==> config.mk <==
export PLATFORM = sky130hd
export DESIGN_NAME = instr_sequencer_flat
export DESIGN_NICKNAME = d
export VERILOG_FILES = /design/src/rtl/instr_sequencer_if.sv /design/src/rtl/instr_sequencer.sv /design/src/flat_wrapper.sv
export SDC_FILE = /design/constraint.sdc
export NUM_CORES = 1
export LEC_CHECK = 0
export BUFFER_PORTS_ARGS = -buffer_cell sky130_fd_sc_hd__buf_2
export CORE_MARGIN = 4
export CORE_UTILIZATION = 45
export DETAILED_ROUTE_END_ITERATION = 7
export GPL_TIMING_DRIVEN = 0
export PLACE_DENSITY_LB_ADDON = 0.12
export SLEW_MARGIN = 30
export SYNTH_ARGS = -nofsm -noshare
export SYNTH_HDL_FRONTEND = slang
export SYNTH_SLANG_ARGS = --single-unit
==> constraint.sdc <==
create_clock -name clk -period 1.6 [get_ports clk]
set_input_delay 0.16 -clock clk [delete_from_list [all_inputs] [get_ports clk]]
set_output_delay 0.16 -clock clk [all_outputs]
set_load 0.02 [all_outputs]
==> src/rtl/instr_sequencer_if.sv <==
// rtl/instr_sequencer_if.sv - program-memory and issue-side bus of the instruction sequencer
// master = sequencer side, slave = memory/downstream side
interface instr_sequencer_if #(
  parameter int WIDTH_OPCODE = 4,
  parameter int WIDTH_INSTR  = 16,
  parameter int WIDTH_ADDR   = 8
);
  logic                                mem_req;
  logic [WIDTH_ADDR-1:0]               mem_addr;
  logic [WIDTH_INSTR-1:0]              mem_data;
  logic                                mem_valid;
  logic [WIDTH_OPCODE-1:0]             opcode;
  logic [WIDTH_INSTR-WIDTH_OPCODE-1:0] operand;
  logic                                op_valid;
  logic                                stall;
  logic                                branch_en;
  logic [WIDTH_ADDR-1:0]               branch_target;

  modport master (
    output mem_req, mem_addr, opcode, operand, op_valid,
    input  mem_data, mem_valid, stall, branch_en, branch_target
  );

  modport slave (
    input  mem_req, mem_addr, opcode, operand, op_valid,
    output mem_data, mem_valid, stall, branch_en, branch_target
  );
endinterface

==> src/rtl/instr_sequencer.sv <==
// rtl/instr_sequencer.sv - fetch/issue sequencer: IDLE, FETCH, WAIT, ISSUE, HALT
// Optional memory fetch timeout enabled by defining SEQ_FETCH_TIMEOUT_EN.
module instr_sequencer #(
  parameter int                      WIDTH_OPCODE = 4,
  parameter int                      WIDTH_INSTR  = 16,
  parameter int                      WIDTH_ADDR   = 8,
  parameter logic [WIDTH_OPCODE-1:0] HALT_OPCODE  = 4'hF
) (
  input  logic                  clk,
  input  logic                  reset,
  input  logic                  start,
  instr_sequencer_if.master     bus,
  output logic [WIDTH_ADDR-1:0] pc,
  output logic                  halted,
  output logic                  fetch_error
);

  typedef enum logic [2:0] {
    IDLE  = 3'd0,
    FETCH = 3'd1,
    WAIT  = 3'd2,
    ISSUE = 3'd3,
    HALT  = 3'd4
  } state_t;

  state_t                 state;
  state_t                 state_nxt;
  logic [WIDTH_INSTR-1:0] ir;
  logic                   issue_fire;
  logic                   is_halt_word;

  assign is_halt_word = (bus.mem_data[WIDTH_INSTR-1 -: WIDTH_OPCODE] == HALT_OPCODE);

`ifdef SEQ_FETCH_TIMEOUT_EN
  logic [3:0] wait_cnt;
  logic       timeout_hit;
  logic       fetch_error_q;
`endif

  always_comb begin
    state_nxt    = state;
    issue_fire   = 1'b0;
    bus.mem_req  = 1'b0;
    bus.op_valid = 1'b0;
    halted       = 1'b0;
`ifdef SEQ_FETCH_TIMEOUT_EN
    timeout_hit  = 1'b0;
`endif
    case (state)
      IDLE: begin
        if (start) state_nxt = FETCH;
      end
      FETCH: begin
        bus.mem_req = 1'b1;
        state_nxt   = WAIT;
      end
      WAIT: begin
        // A halt word is latched but routed straight to HALT so it never issues.
        if (bus.mem_valid) begin
          state_nxt = is_halt_word ? HALT : ISSUE;
        end
`ifdef SEQ_FETCH_TIMEOUT_EN
        else if (wait_cnt == 4'd14) begin
          state_nxt   = HALT;
          timeout_hit = 1'b1;
        end
`endif
      end
      ISSUE: begin
        bus.op_valid = 1'b1;
        if (!bus.stall) begin
          issue_fire = 1'b1;
          state_nxt  = FETCH;
        end
      end
      HALT: begin
        halted = 1'b1;
      end
      default: begin
        state_nxt = IDLE;
      end
    endcase
  end

  assign bus.mem_addr = pc;
  assign bus.opcode   = ir[WIDTH_INSTR-1 -: WIDTH_OPCODE];
  assign bus.operand  = ir[WIDTH_INSTR-WIDTH_OPCODE-1:0];

  always_ff @(posedge clk) begin
    if (reset) begin
      state <= IDLE;
      pc    <= '0;
      ir    <= '0;
    end else begin
      state <= state_nxt;
      if (issue_fire) begin
        pc <= bus.branch_en ? bus.branch_target : pc + WIDTH_ADDR'(1);
      end
      if (state == WAIT && bus.mem_valid) begin
        ir <= bus.mem_data;
      end
    end
  end

`ifdef SEQ_FETCH_TIMEOUT_EN
  // Counter is zeroed while in FETCH so it starts at 0 on the first WAIT cycle.
  always_ff @(posedge clk) begin
    if (reset) begin
      wait_cnt      <= 4'd0;
      fetch_error_q <= 1'b0;
    end else begin
      if (state == FETCH) begin
        wait_cnt <= 4'd0;
      end else if (state == WAIT && !bus.mem_valid) begin
        wait_cnt <= wait_cnt + 4'd1;
      end
      if (timeout_hit) begin
        fetch_error_q <= 1'b1;
      end
    end
  end

  assign fetch_error = fetch_error_q;
`else
  assign fetch_error = 1'b0;
`endif

endmodule

==> src/flat_wrapper.sv <==
// flat-port wrapper written by rule: the top's interface ports become plain ports
module instr_sequencer_flat 
#(
  parameter int                      WIDTH_OPCODE = 4,
  parameter int                      WIDTH_INSTR  = 16,
  parameter int                      WIDTH_ADDR   = 8,
  parameter logic [WIDTH_OPCODE-1:0] HALT_OPCODE  = 4'hF
)
  (clk, reset, start, pc, halted, fetch_error, bus_mem_req, bus_mem_addr, bus_opcode, bus_operand, bus_op_valid, bus_mem_data, bus_mem_valid, bus_stall, bus_branch_en, bus_branch_target);
  instr_sequencer_if #(.WIDTH_OPCODE(WIDTH_OPCODE), .WIDTH_INSTR(WIDTH_INSTR), .WIDTH_ADDR(WIDTH_ADDR)) bus_i ();
  input  logic clk;
  input  logic reset;
  input  logic start;
  output logic [WIDTH_ADDR-1:0] pc;
  output logic halted;
  output logic fetch_error;
  output wire logic [$bits(bus_i.mem_req)-1:0] bus_mem_req;
  output wire logic [$bits(bus_i.mem_addr)-1:0] bus_mem_addr;
  output wire logic [$bits(bus_i.opcode)-1:0] bus_opcode;
  output wire logic [$bits(bus_i.operand)-1:0] bus_operand;
  output wire logic [$bits(bus_i.op_valid)-1:0] bus_op_valid;
  input wire logic [$bits(bus_i.mem_data)-1:0] bus_mem_data;
  input wire logic [$bits(bus_i.mem_valid)-1:0] bus_mem_valid;
  input wire logic [$bits(bus_i.stall)-1:0] bus_stall;
  input wire logic [$bits(bus_i.branch_en)-1:0] bus_branch_en;
  input wire logic [$bits(bus_i.branch_target)-1:0] bus_branch_target;
  assign bus_mem_req = bus_i.mem_req;
  assign bus_mem_addr = bus_i.mem_addr;
  assign bus_opcode = bus_i.opcode;
  assign bus_operand = bus_i.operand;
  assign bus_op_valid = bus_i.op_valid;
  assign bus_i.mem_data = bus_mem_data;
  assign bus_i.mem_valid = bus_mem_valid;
  assign bus_i.stall = bus_stall;
  assign bus_i.branch_en = bus_branch_en;
  assign bus_i.branch_target = bus_branch_target;
  instr_sequencer #(.WIDTH_OPCODE(WIDTH_OPCODE), .WIDTH_INSTR(WIDTH_INSTR), .WIDTH_ADDR(WIDTH_ADDR), .HALT_OPCODE(HALT_OPCODE)) u_core (.clk(clk), .reset(reset), .start(start), .bus(bus_i), .pc(pc), .halted(halted), .fetch_error(fetch_error));
endmodule
==> results of run 1 <==
## final timing paths
path	from	to	slack [ns]	cells past startpoint
setup / recovery	u_core.state[2]	halted	0.09	3
hold / removal	bus_mem_data[3]	u_core.ir[3]	0.05	3
setup reg to reg	u_core.state[2]	u_core.bus.mem_addr[0]	0.16	3
hold reg to reg	u_core.ir[6]	u_core.ir[6]	0.46	2
## cell families (layout without fill, tap and decap cells)
logic type	count (synthesis)	count (layout)	share of synthesized area, %
simple gates	72	72	26.7
compound gates	44	44	20.2
flops	27	27	40.9
buf+inv	21	87	9.46
mux	2	2	1.51
fa+ha+maj	1	1	0.946
other cells	1	1	0.284
## area by class of cell
| cell class | count | share of cell area (%) |
|---|---|---|
| plain buffers | 18 | 6.69 |
| well taps | 31 | 2.28 |
| multi-input cells | 120 | 38.6 |
| inverters | 2 | 0.441 |
| clock buffers | 3 | 1.32 |
| clock inverters | 1 | 0.441 |
| flip-flops and latches | 27 | 31.7 |
| repair buffers | 63 | 18.5 |
## metrics by stage
stage,std cells,power (W),worst slack [ns]
detailed placement,262,0.00114,0.168
global route,265,0.00151,0.00282
global placement,262,0.00112,0.230
finish,265,0.00142,0.0887
CTS,266,0.00143,0.0915
floorplan,168,0.00101,0.180
## state kept, by name, indices dropped and copies added (netlist names)
signal and count:
u_core.ir 16, u_core.bus.mem_addr 8, u_core.state 3
## power breakdown
part	total (W)	internal, W	switching (W)
Clock	0.000306	0.0000955	0.000210
Combinational	0.000373	0.000152	0.000221
Sequential	0.000745	0.000714	0.0000309
Total	0.00142	0.000962	0.000462
## per-layer routing
| layer | global-route usage (%) | vias up |
|---|---|---|
| met5 | 0 | - |
| met4 | 4.88 | 0 |
| met3 | 3.06 | 4 |
| met2 | 29.5 | 46 |
| met1 | 20.4 | 625 |
| li1 | - | 706 |
## critical path: cells and delay by family, from the launching register on
family | cells | cell delay, ns
buffers and inverters | 1 | 0.15
AND/OR/NAND/NOR | 2 | 0.33
flip-flops | 1 | 0.53
## placed cells by master (no fill, tap or decap), drive strengths merged, types with 2 or more instances in the layout
cell / instances
a211oi: 4
a21oi: 21
a31oi: 4
and3: 2
buf: 77
clkbuf: 7
dfxtp: 27
inv: 2
mux2i: 2
nand2: 38
nand2b: 2
nand3: 5
nor2: 8
nor2b: 5
nor3: 4
nor3b: 2
o21ai: 4
o31ai: 3
==> run_results.csv, run 1 <==
group,metric,value,unit
worst_setup_path,required,1.44,ns
clock_tree,cts_htree_levels,1,
placement,dp.final_hpwl,2.58,mm
clock_tree,cts-resized-gates,0,
timing,finalSetupViolCount,0,
synthesis,ys_ff_latch,27,
timing,final_worst_clock_skew,0.00458,ns
worst_setup_path,setup.worst_path.class,"reg2out",
timing,finalWorstPathRequiredPeriod,1.51,ns
synthesis,synth.cell_area,1320,um^2
clock_tree,clock_latency,0.33,ns
routing,post_drt_via_cell_ratio,5.21,
worst_setup_path,crit_fanout,8,
synthesis,yosys_warnings,0,
finish,final_area,1700,um^2
clock_tree,clock_tree_from_tritoncts,"built",
routing,post_route_antenna_net_violation_count,0,
routing,wl_met1,1.41,mm
clock_tree,cts_num_sinks,27,
synthesis,synth_async_sr_flop_share,0,%
synthesis,post_synth.cell_area_avg,7.87,um^2
grt,grt_usage,16.8,%
synthesis,synthDistinctLibCells,39,
placement,finalWeightedCongestion,0.806,
worst_setup_path,startpoint_type,"register",
finish,nNetsFinal,266,
pwr,power_density,836,nW/um^2
grt,antenna_found_initial,0,
grt,grt_pass1_vias,1264,
finish,area_growth_syn_to_layout,28.8,%
synthesis,yosysTopAreaCellShare,40.9,%
routing,routed-wl-met3,225,um
finish,num-fill-cells,283,
routing,drt_wl_total,3.32,mm
worst_setup_path,critPathMaxStageDelay,0.53,ns
outcome,outcome,"finished, final reports clean",
grt,grt.overflow.total,0,
timing,hold_violations,0,
placement,post_dp_cell_area,1680,um^2
clock_tree,path_clk_slew,0.15,ns
routing,met2_wirelength,1.65,mm
finish,multi_input_comb_area,657,um^2
worst_setup_path,timing.critical_path.to_type,"primary output",
timing,clock.fmax,662,MHz
grt,grt_first_pass_wirelength,5.49,mm
finish,ff_latch_area,541,um^2
timing,fin_setup_tns,0,ns
synthesis,synth_top_cells_by_area,"sky130_fd_sc_hd__dfxtp_1 41%, sky130_fd_sc_hd__nand2_1 11%, sky130_fd_sc_hd__a21oi_1 7.9%",
clock_tree,clk_root_buffer_cell,"sky130_fd_sc_hd__clkbuf_4",
hold_path,worst_hold_path_type,"in2reg",
grt,grt_max_degree,17,
die,die_height,62.2,um
routing,drt_first_iter_violations,59,
finish,insertedDiodeCount,0,
synthesis,synth_cells,168,
timing,maxSlewViolCount,0,
worst_setup_path,worstPathArrival,1.35,ns
timing,whs,0.0496,ns
placement,buffer_ports.inserted,63,
synthesis,yosysTopAreaCell,"sky130_fd_sc_hd__dfxtp_1",
pwr,vdd_ir_drop_max,0.728,mV
pwr,leakage,0.796,nW
timing,final.period_utilization,94.5,%
synthesis,flip_flop_cell_with_the_highest_count_after_synthesis,"sky130_fd_sc_hd__dfxtp_1",
die,initial_core_util,47.5,%
worst_setup_path,cpMaxStageDelayCell,"sky130_fd_sc_hd__dfxtp_1",
clock_tree,cts_hold_buffers,0,
die,num_io_pins,66,
synthesis,post-synth-top-count-cell,"sky130_fd_sc_hd__nand2_1",
worst_setup_path,path_cells,"nor2b_1 -> and2_1 -> buf_2",
synthesis,netlist_top_cells_count,"38 x sky130_fd_sc_hd__nand2_1, 27 x sky130_fd_sc_hd__dfxtp_1, 21 x sky130_fd_sc_hd__a21oi_1, 12 x sky130_fd_sc_hd__buf_4, 8 x sky130_fd_sc_hd__nor2_1",
routing,highest-signal-layer,"met4",
die,placeableCoreArea,2780,um^2
finish,post_route_cells_drive_above_1_share,35.9,%
routing,average_wire_per_cell_in_the_routed_design,12.5,um
die,die_area,3870,um^2
routing,detailedRoute.firstPassIterationCount,4,
die,chipWidth,62.2,um
synthesis,synth_nets,199,
synthesis,seq_area_frac_synth,40.9,%
clock_tree,cts-buffers-inserted,3,
die,row_count,19,
flow_run,max-cap-violations,0,
routing,via_count,1381,
routing,drc,0,
finish,postLayoutCoreUtil,61.2,%
synthesis,synth_enable_flop_cells,0,
clock_tree,cts_setup_buffers,0,
timing,rsz0062_at_grt,"no",
clock_tree,clk_path_buf_depth,2,
Power figures use the tool's default switching activity.
==> inputs of run 2 (changes only) <==
--- a/config.mk
+++ b/config.mk
@@ -9,7 +9,6 @@
 export CORE_MARGIN = 4
 export CORE_UTILIZATION = 45
 export DETAILED_ROUTE_END_ITERATION = 7
-export GPL_TIMING_DRIVEN = 0
 export PLACE_DENSITY_LB_ADDON = 0.12
 export SLEW_MARGIN = 30
 export SYNTH_ARGS = -nofsm -noshare
==> run 2 against run 1 <==
  * Final area shrank 4.9%
  * Utilization decreased by 3.0 points
  * Critical path depth stayed put
  * Fmax hardly changed
  * Cell count fell by 5.3%
  * Via count decreased by 3.7%
  * First-iteration DRC count fell by 17%
  * Non-clock buffer count decreased by 14
  * Sequential cell count stayed put
  * Sequential power rose by 2%
  * Register-to-register slack improved by 0.03 ns
  * Count of clock-buffer cells in the layout stayed put
  * Critical path type unchanged
  * Highest routed layer unchanged
==> run_results.csv, run 2 (same netlist as run 1, synthesis figures left out) <==
group,metric,value,unit
outcome,outcome,"finished, final reports clean",
grt,grt_usage,16.7,%
finish,insertedDiodeCount,0,
pwr,p_int,0.000947,W
finish,top_register,"u_core.ir",
placement,post_dp_cell_area,1590,um^2
timing,max_slew_headroom,66.5,%
die,row_count,19,
pwr,leakage,0.741,nW
timing,whs,0.0338,ns
worst_setup_path,worstPathBufferInverterCount,1,
finish,final_area,1620,um^2
clock_tree,clk_path_buf_depth,2,
timing,rsz0062_at_grt,"no",
worst_setup_path,crit_fanout,8,
pwr,net-switching-power,0.000464,W
finish,num-fill-cells,299,
hold_path,hold_start,"bus_mem_data[9]",
worst_setup_path,r2r_slack,0.19,ns
worst_setup_path,critPathMaxStageDelay,0.52,ns
worst_setup_path,critical-path-top-delay-family,"flip-flops",
finish,multi_input_comb_area,657,um^2
finish,area_growth_syn_to_layout,22.4,%
grt,grt_first_pass_wirelength,5.44,mm
routing,drc,0,
hold_path,worst_hold_path.num_cells,3,
die,placeableCoreArea,2780,um^2
worst_setup_path,timing.critical_path.to_type,"primary output",
finish,layout.cells.most_common_list,"64 x sky130_fd_sc_hd__buf_2, 38 x sky130_fd_sc_hd__nand2_1, 25 x sky130_fd_sc_hd__dfxtp_1",
placement,dp.final_hpwl,2.46,mm
pwr,vdd_ir_drop_max,0.590,mV
flow_run,max-cap-violations,0,
timing,hold_violations,0,
routing,drt_first_iter_violations,49,
worst_setup_path,crit_path_start,"u_core.state[2]",
clock_tree,cts_htree_levels,1,
timing,maxSlewViolCount,0,
routing,post_drt_via_cell_ratio,5.30,
clock_tree,path_clk_slew,0.16,ns
die,die_height,62.2,um
worst_setup_path,timing.reg2reg.worst_path_depth,4,
finish,mostFrequentLayoutCell,"sky130_fd_sc_hd__buf_2",
finish,post_route_cells_drive_above_1_share,35.0,%
die,num_io_pins,66,
worst_setup_path,regToRegStartpoint,"u_core.state[2]",
worst_setup_path,required,1.44,ns
routing,average_wire_per_cell_in_the_routed_design,13.2,um
pwr,power_density,872,nW/um^2
routing,post_route_antenna_net_violation_count,0,
placement,placed_cells_incl_taps,247,
finish,nNetsFinal,252,
clock_tree,cts_num_sinks,27,
finish,layoutNonFillerInstCount,251,
worst_setup_path,setup.worst_path.class,"reg2out",
worst_setup_path,cp-endpoint,"halted",
worst_setup_path,critical_path_depth,3,
placement,buffer_ports.inserted,64,
pwr,combinationalPowerShare,24.2,%
timing,clock.fmax,661,MHz
routing,via_count,1330,
timing,finalWorstPathRequiredPeriod,1.51,ns
clock_tree,clock_tree_from_tritoncts,"built",
clock_tree,clk_root_buffer_cell,"sky130_fd_sc_hd__clkbuf_4",
clock_tree,clock_latency,0.34,ns
worst_setup_path,worstPathArrival,1.35,ns
pwr,sequentialPowerShare,53.6,%
worst_setup_path,path_cells,"nor2b_1 -> and2_1 -> buf_2",
pwr,power.switching_fraction,32.9,%
timing,final.period_utilization,94.5,%
clock_tree,cts_setup_buffers,0,
grt,grt_pass1_vias,1230,
timing,final_worst_clock_skew,0.00793,ns
finish,largest_reg_flops,16,
placement,finalWeightedCongestion,0.871,
routing,drt_wl_total,3.32,mm
die,chipWidth,62.2,um
finish,ff_latch_area,543,um^2
pwr,p_clk_share,22.2,%
hold_path,worst_hold_path_type,"in2reg",
timing,finalSetupViolCount,0,
timing,worst_slew_pin_slew,0.503,ns
worst_setup_path,startpoint_type,"register",
die,initial_core_util,47.5,%
die,die_area,3870,um^2
routing,detailedRoute.firstPassIterationCount,4,
worst_setup_path,cpMaxStageDelayCell,"sky130_fd_sc_hd__dfxtp_1",
clock_tree,cts-buffers-inserted,3,
grt,grt.overflow.total,0,
timing,fin_setup_tns,0,ns
grt,grt_max_degree,28,
grt,antenna_found_initial,0,
worst_setup_path,worst_r2r_endpoint,"u_core.bus.mem_addr[3]",
[run 2: tightest hold or removal path, cell delays in order]
cell                      delay, ns
sky130_fd_sc_hd__buf_2         0.09
sky130_fd_sc_hd__nand2_1       0.04
sky130_fd_sc_hd__a21oi_1       0.05
[run 2: worst min path at each step]
stage / endpoint / slack, ns
6_report: u_core.ir[9] / 0.03
2_1_floorplan: u_core.ir[0] / 0.30
5_1_grt: u_core.ir[4] / 0.02
4_1_cts: u_core.ir[9] / 0.02
3_3_place_gp: u_core.ir[2] / 0.40
3_5_place_dp: u_core.ir[9] / 0.41
[run 2: stage by stage]
| stage | total power [W] | utilization, % | setup slack [ns] |
|---|---|---|---|
| CTS | 0.00142 | 58.1 | 0.0583 |
| detailed placement | 0.00111 | 57.0 | 0.202 |
| floorplan | 0.00101 | - | 0.180 |
| global placement | 0.00110 | 57.0 | 0.257 |
| finish | 0.00141 | 58.2 | 0.0874 |
| global route | 0.00149 | 58.2 | 0.0114 |
[run 2: power groups by stage]
stage / Clock, W / Sequential (W) / Combinational, W
after floorplan: 0 / 0.000794 / 0.000218
after global placement: 0 / 0.000764 / 0.000336
after detailed placement: 0 / 0.000769 / 0.000342
after CTS: 0.000323 / 0.000754 / 0.000344
after global routing: 0.000344 / 0.000766 / 0.000379
final: 0.000313 / 0.000757 / 0.000341
[run 2: per-layer routing]
layer,GRT usage (%),vias to the layer above,part of all wire (%)
met5,0,-,0
met4,6.23,0,1.4
met3,3.78,5,7.3
met2,29.5,51,48
met1,19.2,602,43
li1,-,672,-
[run 2: cell type report]
class	count	share of cell area (%)
clock buffer	3	1.39
clock inverter	1	0.464
inverter	2	0.464
multi-input combinational	120	40.6
sequential	27	33.5
tap	31	2.40
timing repair buffer	67	21.2
[run 2: repair_timing]
item | 4_1_cts | 5_1_grt
setup endpoints to repair | 0 | 2
hold buffers | 0 | 0
gates resized for setup | 0 | 2
